`src/rtl/loop_addr_gen.sv`:
```
// Two-level nested-loop address generator: one command in, outer*inner addresses
// out over a valid/ready stream in row-major order, with last flag and done pulse.
module loop_addr_gen #(
   parameter int ADDR_WIDTH = 16,
   parameter int CNT_WIDTH  = 8
) (
   input  logic                  clk,
   input  logic                  rst,
   input  logic                  start,
   input  logic [ADDR_WIDTH-1:0] base,
   input  logic [CNT_WIDTH-1:0]  outer_extent,
   input  logic [CNT_WIDTH-1:0]  inner_extent,
   input  logic [ADDR_WIDTH-1:0] outer_stride,
   input  logic [ADDR_WIDTH-1:0] inner_stride,
   output logic                  addr_valid,
   input  logic                  addr_ready,
   output logic [ADDR_WIDTH-1:0] addr,
   output logic                  addr_last,
   output logic                  busy,
   output logic                  done
);

   typedef enum logic [1:0] {IDLE, RUN, FIN} state_t;

   localparam logic [CNT_WIDTH-1:0] CNT_ONE = CNT_WIDTH'(1);

   state_t                state;
   logic [CNT_WIDTH-1:0]  i;
   logic [CNT_WIDTH-1:0]  j;
   logic [CNT_WIDTH-1:0]  outer_m1;
   logic [CNT_WIDTH-1:0]  inner_m1;
   logic [ADDR_WIDTH-1:0] out_step;
   logic [ADDR_WIDTH-1:0] in_step;
   logic [ADDR_WIDTH-1:0] row_ptr;

   logic hs;
   logic row_end;
   logic col_end;

   assign hs      = addr_valid & addr_ready;
   assign row_end = (j == inner_m1);
   assign col_end = (i == outer_m1);
   assign busy    = (state == RUN);

   // addr_last is registered, so it is computed from the index values being loaded.
   always_ff @(posedge clk) begin
      if (!rst) begin
         state      <= IDLE;
         i          <= '0;
         j          <= '0;
         outer_m1   <= '0;
         inner_m1   <= '0;
         out_step   <= '0;
         in_step    <= '0;
         row_ptr    <= '0;
         addr       <= '0;
         addr_valid <= 1'b0;
         addr_last  <= 1'b0;
         done       <= 1'b0;
      end else begin
         case (state)
            IDLE: begin
               done <= 1'b0;
               if (start) begin
                  i        <= '0;
                  j        <= '0;
                  outer_m1 <= outer_extent - CNT_ONE;
                  inner_m1 <= inner_extent - CNT_ONE;
                  out_step <= outer_stride;
                  in_step  <= inner_stride;
                  row_ptr  <= base;
                  addr     <= base;
                  if (outer_extent == '0 || inner_extent == '0) begin
                     state      <= FIN;
                     addr_valid <= 1'b0;
                     addr_last  <= 1'b0;
                     done       <= 1'b1;
                  end else begin
                     state      <= RUN;
                     addr_valid <= 1'b1;
                     addr_last  <= (outer_extent == CNT_ONE) && (inner_extent == CNT_ONE);
                  end
               end
            end
            RUN: begin
               if (hs) begin
                  if (!row_end) begin
                     j         <= j + CNT_ONE;
                     addr      <= addr + in_step;
                     addr_last <= col_end && ((j + CNT_ONE) == inner_m1);
                  end else if (!col_end) begin
                     j         <= '0;
                     i         <= i + CNT_ONE;
                     row_ptr   <= row_ptr + out_step;
                     addr      <= row_ptr + out_step;
                     addr_last <= ((i + CNT_ONE) == outer_m1) && (inner_m1 == '0);
                  end else begin
                     state      <= FIN;
                     addr_valid <= 1'b0;
                     addr_last  <= 1'b0;
                     done       <= 1'b1;
                  end
               end
            end
            FIN: begin
               done  <= 1'b0;
               state <= IDLE;
            end
            default: begin
               state      <= IDLE;
               addr_valid <= 1'b0;
               addr_last  <= 1'b0;
               done       <= 1'b0;
            end
         endcase
      end
   end

endmodule

```
`config.mk`:
```
export PLATFORM = sky130hd
export DESIGN_NAME = loop_addr_gen
export DESIGN_NICKNAME = d
export VERILOG_FILES = /design/src/rtl/loop_addr_gen.sv
export SDC_FILE = /design/constraint.sdc
export NUM_CORES = 1
export LEC_CHECK = 0
export CORE_MARGIN = 1
export CORE_UTILIZATION = 45
export CTS_BUF_LIST = sky130_fd_sc_hd__clkbuf_2 sky130_fd_sc_hd__clkbuf_4 sky130_fd_sc_hd__clkbuf_8
export DETAILED_ROUTE_END_ITERATION = 8
export HOLD_SLACK_MARGIN = 0.03
export PLACE_DENSITY = 0.68
export SYNTH_ARGS = -nofsm -noshare
export SYNTH_HDL_FRONTEND = slang
export SYNTH_SLANG_ARGS = --single-unit
```
`constraint.sdc`:
```
create_clock -name clk -period 3.4 [get_ports clk]
set_input_delay 0.34 -clock clk [delete_from_list [all_inputs] [get_ports clk]]
set_output_delay 0.34 -clock clk [all_outputs]
set_load 0.03 [all_outputs]
```
==> summary.md, run 1 <==
| Metric | Value |
|---|---|
| Status | `complete, no violations` |
| HPWL after DPL | `13200 um` |
| Crit path kind | `reg2reg` |
| IO Pins | `88` |
| Syn Inst Count | `803` |
| Final Hold Vio Count | `0` |
| Synth Warn # | `0` |
| Initial core utilization | `46.7%` |
| Vias in the first global route | `5660` |
| Post-cts hold buffer count | `0` |
| FP Rows | `42` |
| Setup Buffers After CTS | `0` |
| Relative slew margins | `36.4%` |
| Initial antenna violation count | `0` |
| Worst-margin pin slew | `0.954 ns` |
| Post-synth ARST share | `0%` |
| Die height | `120 um` |
| Final #Nets | `981` |
| Core box area | `13500 sq um` |
| Worst clock skew | `0.0159 ns` |
| Port Buf Inserts | `87` |
| DRT iter0 DRCs | `404` |
| RSZ-0062 raised after global routing | `false` |
| CTS root buf | `clkbuf_8` |
| Mean post-synth cell area | `7.83 sq um` |
| Number of remaining DRC errors | `0` |
| Critical Path RT | `3.69 ns` |
| Die width | `120 um` |
| Predominant post-synthesis flop cell | `dfxtp_1` |
| First-pass DRT Iterations | `4` |
| Hold Crit Class | `reg2reg` |
| R2R Path End | `addr[15]` |
| FF-to-FF setup slack | `0.68 ns` |
| H-tree Lvls | `3` |
| GR Overflow Total | `0` |
| Most common cell after layout, fill and taps aside | `nand2_1` |
| Cell Area, Placed | `7280 sq um` |
| Most frequent cells in the layout | `nand2_1 (133), dfxtp_1 (101), clkdlybuf4s50_1 (87)` |
| CTS tree | `built` |
| Largest net degree at the start of global routing | `51` |
| Max cap viols | `0` |
| Final setup TNS | `0 ns` |
| Total GRT Usage | `24.9%` |
| Fmax | `367 MHz` |
| Number of routed nets with antenna violations | `0` |
| Worst Setup EP | `addr[15]` |
| EDFF count, synth | `0` |
| N_diodes | `0` |
| Power Density | `436 nW/um^2` |
| CP Capture Type | `register` |
| Bufs on Longest Clock Path | `2` |
| Clock latency on the worst-skew pair | `0.40 ns` |
| CP Max Fanout | `6` |
| Area delta synth->final | `19.2%` |
| WL final | `17600 um` |
| WL/cell | `16.7 um` |
| Period utilization | `80.1%` |
| Worst setup path startpoint | `out_step[9]` |
| Worst VDD drop | `0.000221 V` |
| Num CTS Buffers | `9` |
| Fin crit period | `2.72 ns` |
| CTS clk-pin slew, worst paths | `0.11 ns` |
| Seq cells post-synth | `101` |
| Mapped Nets | `909` |
| Critical Path Start Type | `register` |
| Routability cong. | `0.914` |
| Worst Reg-to-Reg Cells | `8` |
| Full die area | `14400 sq um` |
| PostCTS Resize Cnt | `0` |
| DR vias | `6029` |
| Layout cells sized above 1 | `5.34%` |
| Clock Sinks | `101` |
| Worst R2R Start | `out_step[9]` |
| Final Setup Violations | `0` |
| Final Cell Area | `7490 sq um` |
| Post-synthesis cell type count | `65` |
| Post-Syn Area | `6280 sq um` |
| First-pass GRT wire length | `28200 um` |
| Max-slew violations | `0` |
| Register area share after synthesis | `32.2%` |
| Lkg Pwr | `2.94 nW` |
| WP data arrival | `3.01 ns` |
| Design Power | `3.27 mW` |
| Via density | `5.71` |
-- layer usage --
layer / routed length [um] / up-vias / GRT usage (%)
met2: 8150 / 166 / 41.2
met1: 8030 / 2808 / 30.9
met3: 899 / 29 / 5.51
met4: 559 / 0 / 10.5
li1: - / 3026 / -
met5: 0 / - / 0
-- stage by stage --
| stage | worst slack [ns] | std cells | hold slack [ns] | utilization (%) |
|---|---|---|---|---|
| 2_1_floorplan | 0.837 | 803 | 0.436 | - |
| 3_3_place_gp | 0.812 | 1040 | 0.449 | 54.1 |
| 3_5_place_dp | 0.728 | 1040 | 0.456 | 54.1 |
| 4_1_cts | 0.691 | 1056 | 0.471 | 55.7 |
| 5_1_grt | 0.359 | 1056 | 0.473 | 55.7 |
| 6_report | 0.678 | 1056 | 0.467 | 55.7 |
-- cells in the mapped netlist, types with 3 or more instances --
master / count / area share (%)
nand2_1: 133 / 7.9
dfxtp_1: 101 / 32
a21oi_1: 77 / 6.1
nor2_1: 76 / 4.5
o21ai_0: 51 / 4.1
xnor2_1: 40 / 5.6
ha_1: 36 / 7.2
clkbuf_1: 30 / 1.8
xor2_1: 26 / 3.6
a211oi_1: 25 / 3.0
inv_1: 15 / 0.90
nor3_1: 15 / 1.2
a31oi_1: 13 / 1.3
and3_1: 12 / 1.2
o211ai_1: 11 / 1.3
nand3_1: 9 / 0.72
nor4_1: 8 / 0.80
or3_1: 8 / 0.80
a21o_1: 7 / 0.84
o21a_1: 7 / 0.84
nand2b_1: 6 / 0.60
or4_1: 6 / 0.72
and2_1: 5 / 0.50
buf_6: 5 / 0.90
nand4_1: 5 / 0.50
nor3b_1: 5 / 0.60
a311oi_2: 4 / 0.96
nor2b_1: 4 / 0.40
buf_4: 3 / 0.36
mux2_2: 3 / 0.54
mux2i_1: 3 / 0.48
o31ai_1: 3 / 0.36
-- how the worst min path moves through the flow --
stage	start	endpoint	cells after the start
floorplan	outer_extent[0]	outer_m1[0]	1
global placement	in_step[0]	in_step[0]	2
detailed placement	in_step[0]	in_step[0]	2
CTS	in_step[0]	in_step[0]	2
global route	outer_stride[12]	out_step[12]	3
finish	in_step[0]	in_step[0]	2
-- layout make-up --
cell class | instances | area (sq um)
Sequential cell | 101 | 2020
Multi-Input combinational cell | 644 | 3990
Timing Repair Buffer | 102 | 983
Tap cell | 176 | 220
Clock buffer | 10 | 138
Clock inverter | 6 | 71.3
Inverter | 17 | 63.8
Fill cell | 1314 | 5960
-- state kept, by name, summed over array words and instances (netlist names) --
name and count:
addr 16, addr_last 1, addr_valid 1, done 1, i 8, in_step 16
inner_m1 8, j 8, out_step 16, outer_m1 8, row_ptr 16, state 2
-- cell families (layout without fill, tap and decap cells) --
logic type / after synthesis / in the layout / share of synthesized area, %
compound gates: 234 / 234 / 23.8
xor+xnor: 66 / 66 / 9.20
fa+ha+maj: 38 / 38 / 7.81
buf+inv: 58 / 135 / 4.28
flops: 101 / 101 / 32.2
mux: 6 / 6 / 1.02
simple gates: 300 / 300 / 21.7
-- worst max-delay path, cell delays in order, from the launching register on --
cell       delay, ns
dfxtp_1         0.33
ha_1            0.38
a21o_1          0.20
a2111oi_0       0.43
o21ai_0         0.17
a22o_1          0.32
o311ai_1        0.52
xnor2_1         0.19
o21ai_1         0.08
-- power breakdown --
group          internal, mW  switching (mW)
combinational         0.442           0.620
clock                 0.366           0.457
sequential             1.29          0.0944
total                  2.10            1.17
Power figures use the tool's default switching activity.
==> run 2: changes to the inputs <==
--- a/config.mk
+++ b/config.mk
@@ -10,7 +10,7 @@
 export CTS_BUF_LIST = sky130_fd_sc_hd__clkbuf_2 sky130_fd_sc_hd__clkbuf_4 sky130_fd_sc_hd__clkbuf_8
 export DETAILED_ROUTE_END_ITERATION = 8
 export HOLD_SLACK_MARGIN = 0.03
-export PLACE_DENSITY = 0.68
+export PLACE_DENSITY = 0.7
 export SYNTH_ARGS = -nofsm -noshare
 export SYNTH_HDL_FRONTEND = slang
 export SYNTH_SLANG_ARGS = --single-unit
==> constraint.sdc (replaced) <==
create_clock -name clk -period 2.35 [get_ports clk]
set_input_delay 0.235 -clock clk [delete_from_list [all_inputs] [get_ports clk]]
set_output_delay 0.235 -clock clk [all_outputs]
set_load 0.03 [all_outputs]
==> run 2 against run 1 <==
Effect of this change:
- critical path depth is the same
- power grew 49%
- combinational power grew 75%
- worst setup slack lost 0.67 ns
- non-clock buffer count grew 66
- sequential share of layout area shrank 2.5 points
- die area is the same
- maximum frequency grew 16%
- critical path type unchanged
- critical endpoint is now addr[13]
==> summary.md, run 2 (synthesis gave the netlist of run 1 again) <==
| Metric | Value |
|---|---|
| Die height | `120 um` |
| Most common cell after layout, fill and taps aside | `nand2_1` |
| Final Hold Vio Count | `0` |
| Hold WS | `0.370 ns` |
| CTS tree | `built` |
| R2R Path End | `addr[13]` |
| Max cap viols | `0` |
| Area delta synth->final | `32.4%` |
| Num CTS Buffers | `9` |
| Initial antenna violation count | `0` |
| WL final | `18200 um` |
| GR Overflow Total | `0` |
| Worst Reg-to-Reg Cells | `8` |
| CP Max Fanout | `4` |
| CP Capture Type | `register` |
| Worst-margin pin slew | `0.577 ns` |
| Filler Cell Count | `1199` |
| HPWL after DPL | `13700 um` |
| DRT iter0 DRCs | `380` |
| Via density | `5.63` |
| First-pass GRT wire length | `29000 um` |
| CTS root buf | `clkbuf_8` |
| DR vias | `6321` |
| Initial core utilization | `46.7%` |
| Worst hold path endpoint | `out_step[8]` |
| Core box area | `13500 sq um` |
| Lkg Pwr | `3.35 nW` |
| Total GRT Usage | `25.6%` |
| Largest net degree at the start of global routing | `46` |
| Worst R2R Start | `addr[1]` |
| Design Power | `4.88 mW` |
| Worst clock skew | `0.0119 ns` |
| Critical Path Start Type | `register` |
| Post-cts hold buffer count | `0` |
| Die width | `120 um` |
| Vias in the first global route | `5944` |
| Fin crit period | `2.35 ns` |
| Worst path max stage delay | `0.34 ns` |
| Critical-path top delay cell | `dfxtp_2` |
| Crit path cell chain | `ha_1 -> a211oi_1 -> o211ai_1 -> and3_4 -> a41oi_4 -> a311oi_1 -> mux2_4 -> a311oi_2` |
| Cell Area, Placed | `7800 sq um` |
| Most frequent cells in the layout | `nand2_1 (131), dfxtp_1 (90), clkdlybuf4s50_1 (87)` |
| H-tree Lvls | `3` |
| Post-Place Setup Slack | `-0.0796 ns` |
| Critical Path RT | `2.66 ns` |
| Hold Crit Class | `in2reg` |
| Number of routed nets with antenna violations | `0` |
| CTS clk-pin slew, worst paths | `0.10 ns` |
| N_diodes | `0` |
| Period utilization | `99.8%` |
| Relative slew margins | `60.5%` |
| Bufs and invs on worst path | `0` |
| Final Setup Violations | `0` |
| RSZ-0062 raised after global routing | `true` |
| Setup ws final | `0.00500 ns` |
| Power Density | `586 nW/um^2` |
| Port Buf Inserts | `87` |
| Full die area | `14400 sq um` |
| Worst VDD drop | `0.000331 V` |
| Hold path cells | `3` |
| CP top delay family | `compound AO/OA/AOI/OAI gates` |
| Max-slew violations | `0` |
| Fmax | `426 MHz` |
| Clock latency on the worst-skew pair | `0.40 ns` |
| Crit path kind | `reg2reg` |
| Bufs on Longest Clock Path | `2` |
| Clock Sinks | `101` |
| Number of remaining DRC errors | `0` |
| FF-to-FF setup slack | `0.005 ns` |
| WL/cell | `16.2 um` |
| First-pass DRT Iterations | `5` |
| FP Rows | `42` |
| Layout cells sized above 1 | `16.9%` |
| IO Pins | `88` |
| Routability cong. | `0.917` |
| Final #Nets | `1047` |
| Final Cell Area | `8320 sq um` |
| WP data arrival | `2.66 ns` |
| Status | `complete, no violations` |
| Hold Startpoint | `outer_stride[8]` |
## run 2: changes by cell type in the layout (fill, tap and decap cells not counted), moves of 4 or more
| cell | previous run | this run |
|---|---|---|
| dfxtp_1 | 101 | 90 |
| dfxtp_2 | 0 | 11 |
| o21ai_0 | 51 | 47 |
| ha_1 | 36 | 32 |
| buf_4 | 15 | 73 |
## run 2: power breakdown
group / internal, mW / switching, mW
combinational: 0.851 / 0.996
clock: 0.411 / 0.626
sequential: 1.87 / 0.127
## run 2: routing by layer
metal,part of all wire (%),global-route usage (%),vias to the layer above
met5,0,0,-
li1,-,-,3161
met4,2.4,8.36,0
met3,5.1,5.04,31
met1,47,32.9,2972
met2,46,42.9,157
## run 2: area by class of cell
type / count / area [sq um] / area share (%)
Clock inverter: 5 / 37.5 / 0.451
Tap cell: 176 / 220 / 2.65
Multi-Input combinational cell: 644 / 4250 / 51.1
Inverter: 17 / 63.8 / 0.767
Sequential cell: 101 / 2040 / 24.5
Clock buffer: 11 / 139 / 1.67
Timing Repair Buffer: 168 / 1570 / 18.9
## run 2: worst register-to-register path, stage by stage, from the launching register on
cell,delay [ns]
dfxtp_2,0.34
ha_1,0.30
a211oi_1,0.32
o211ai_1,0.14
and3_4,0.20
a41oi_4,0.27
a311oi_1,0.15
mux2_4,0.29
a311oi_2,0.27
## run 2: through the flow
step                      TNS [ns]  std cells  util [%]
after global placement      -0.130       1102      58.0
after floorplan                  0        803         -
final                            0       1122      61.8
after detailed placement    -0.298       1102      58.0
after CTS                  -0.0354       1119      59.7
after global routing        -0.397       1122      61.8
## run 2: worst max path at each step
stage	startpoint	end	slack (ns)	depth (start not counted)
after floorplan	addr[6]	addr[13]	0.04	9
after global placement	in_step[0]	addr[14]	-0.04	12
after detailed placement	out_step[1]	row_ptr[15]	-0.08	9
after CTS	addr[6]	addr[13]	-0.04	9
after global routing	in_step[0]	addr[8]	-0.09	11
final	addr[1]	addr[13]	0.005	8
## run 2: timing repair
action / CTS / global route
cloned: 1 / 1
pin swaps: 2 / 13
setup buffers: 0 / 2
endpoints found under the setup margin: 8 / 26
gates resized for setup: 8 / 54
hold endpoints to repair: 0 / 0
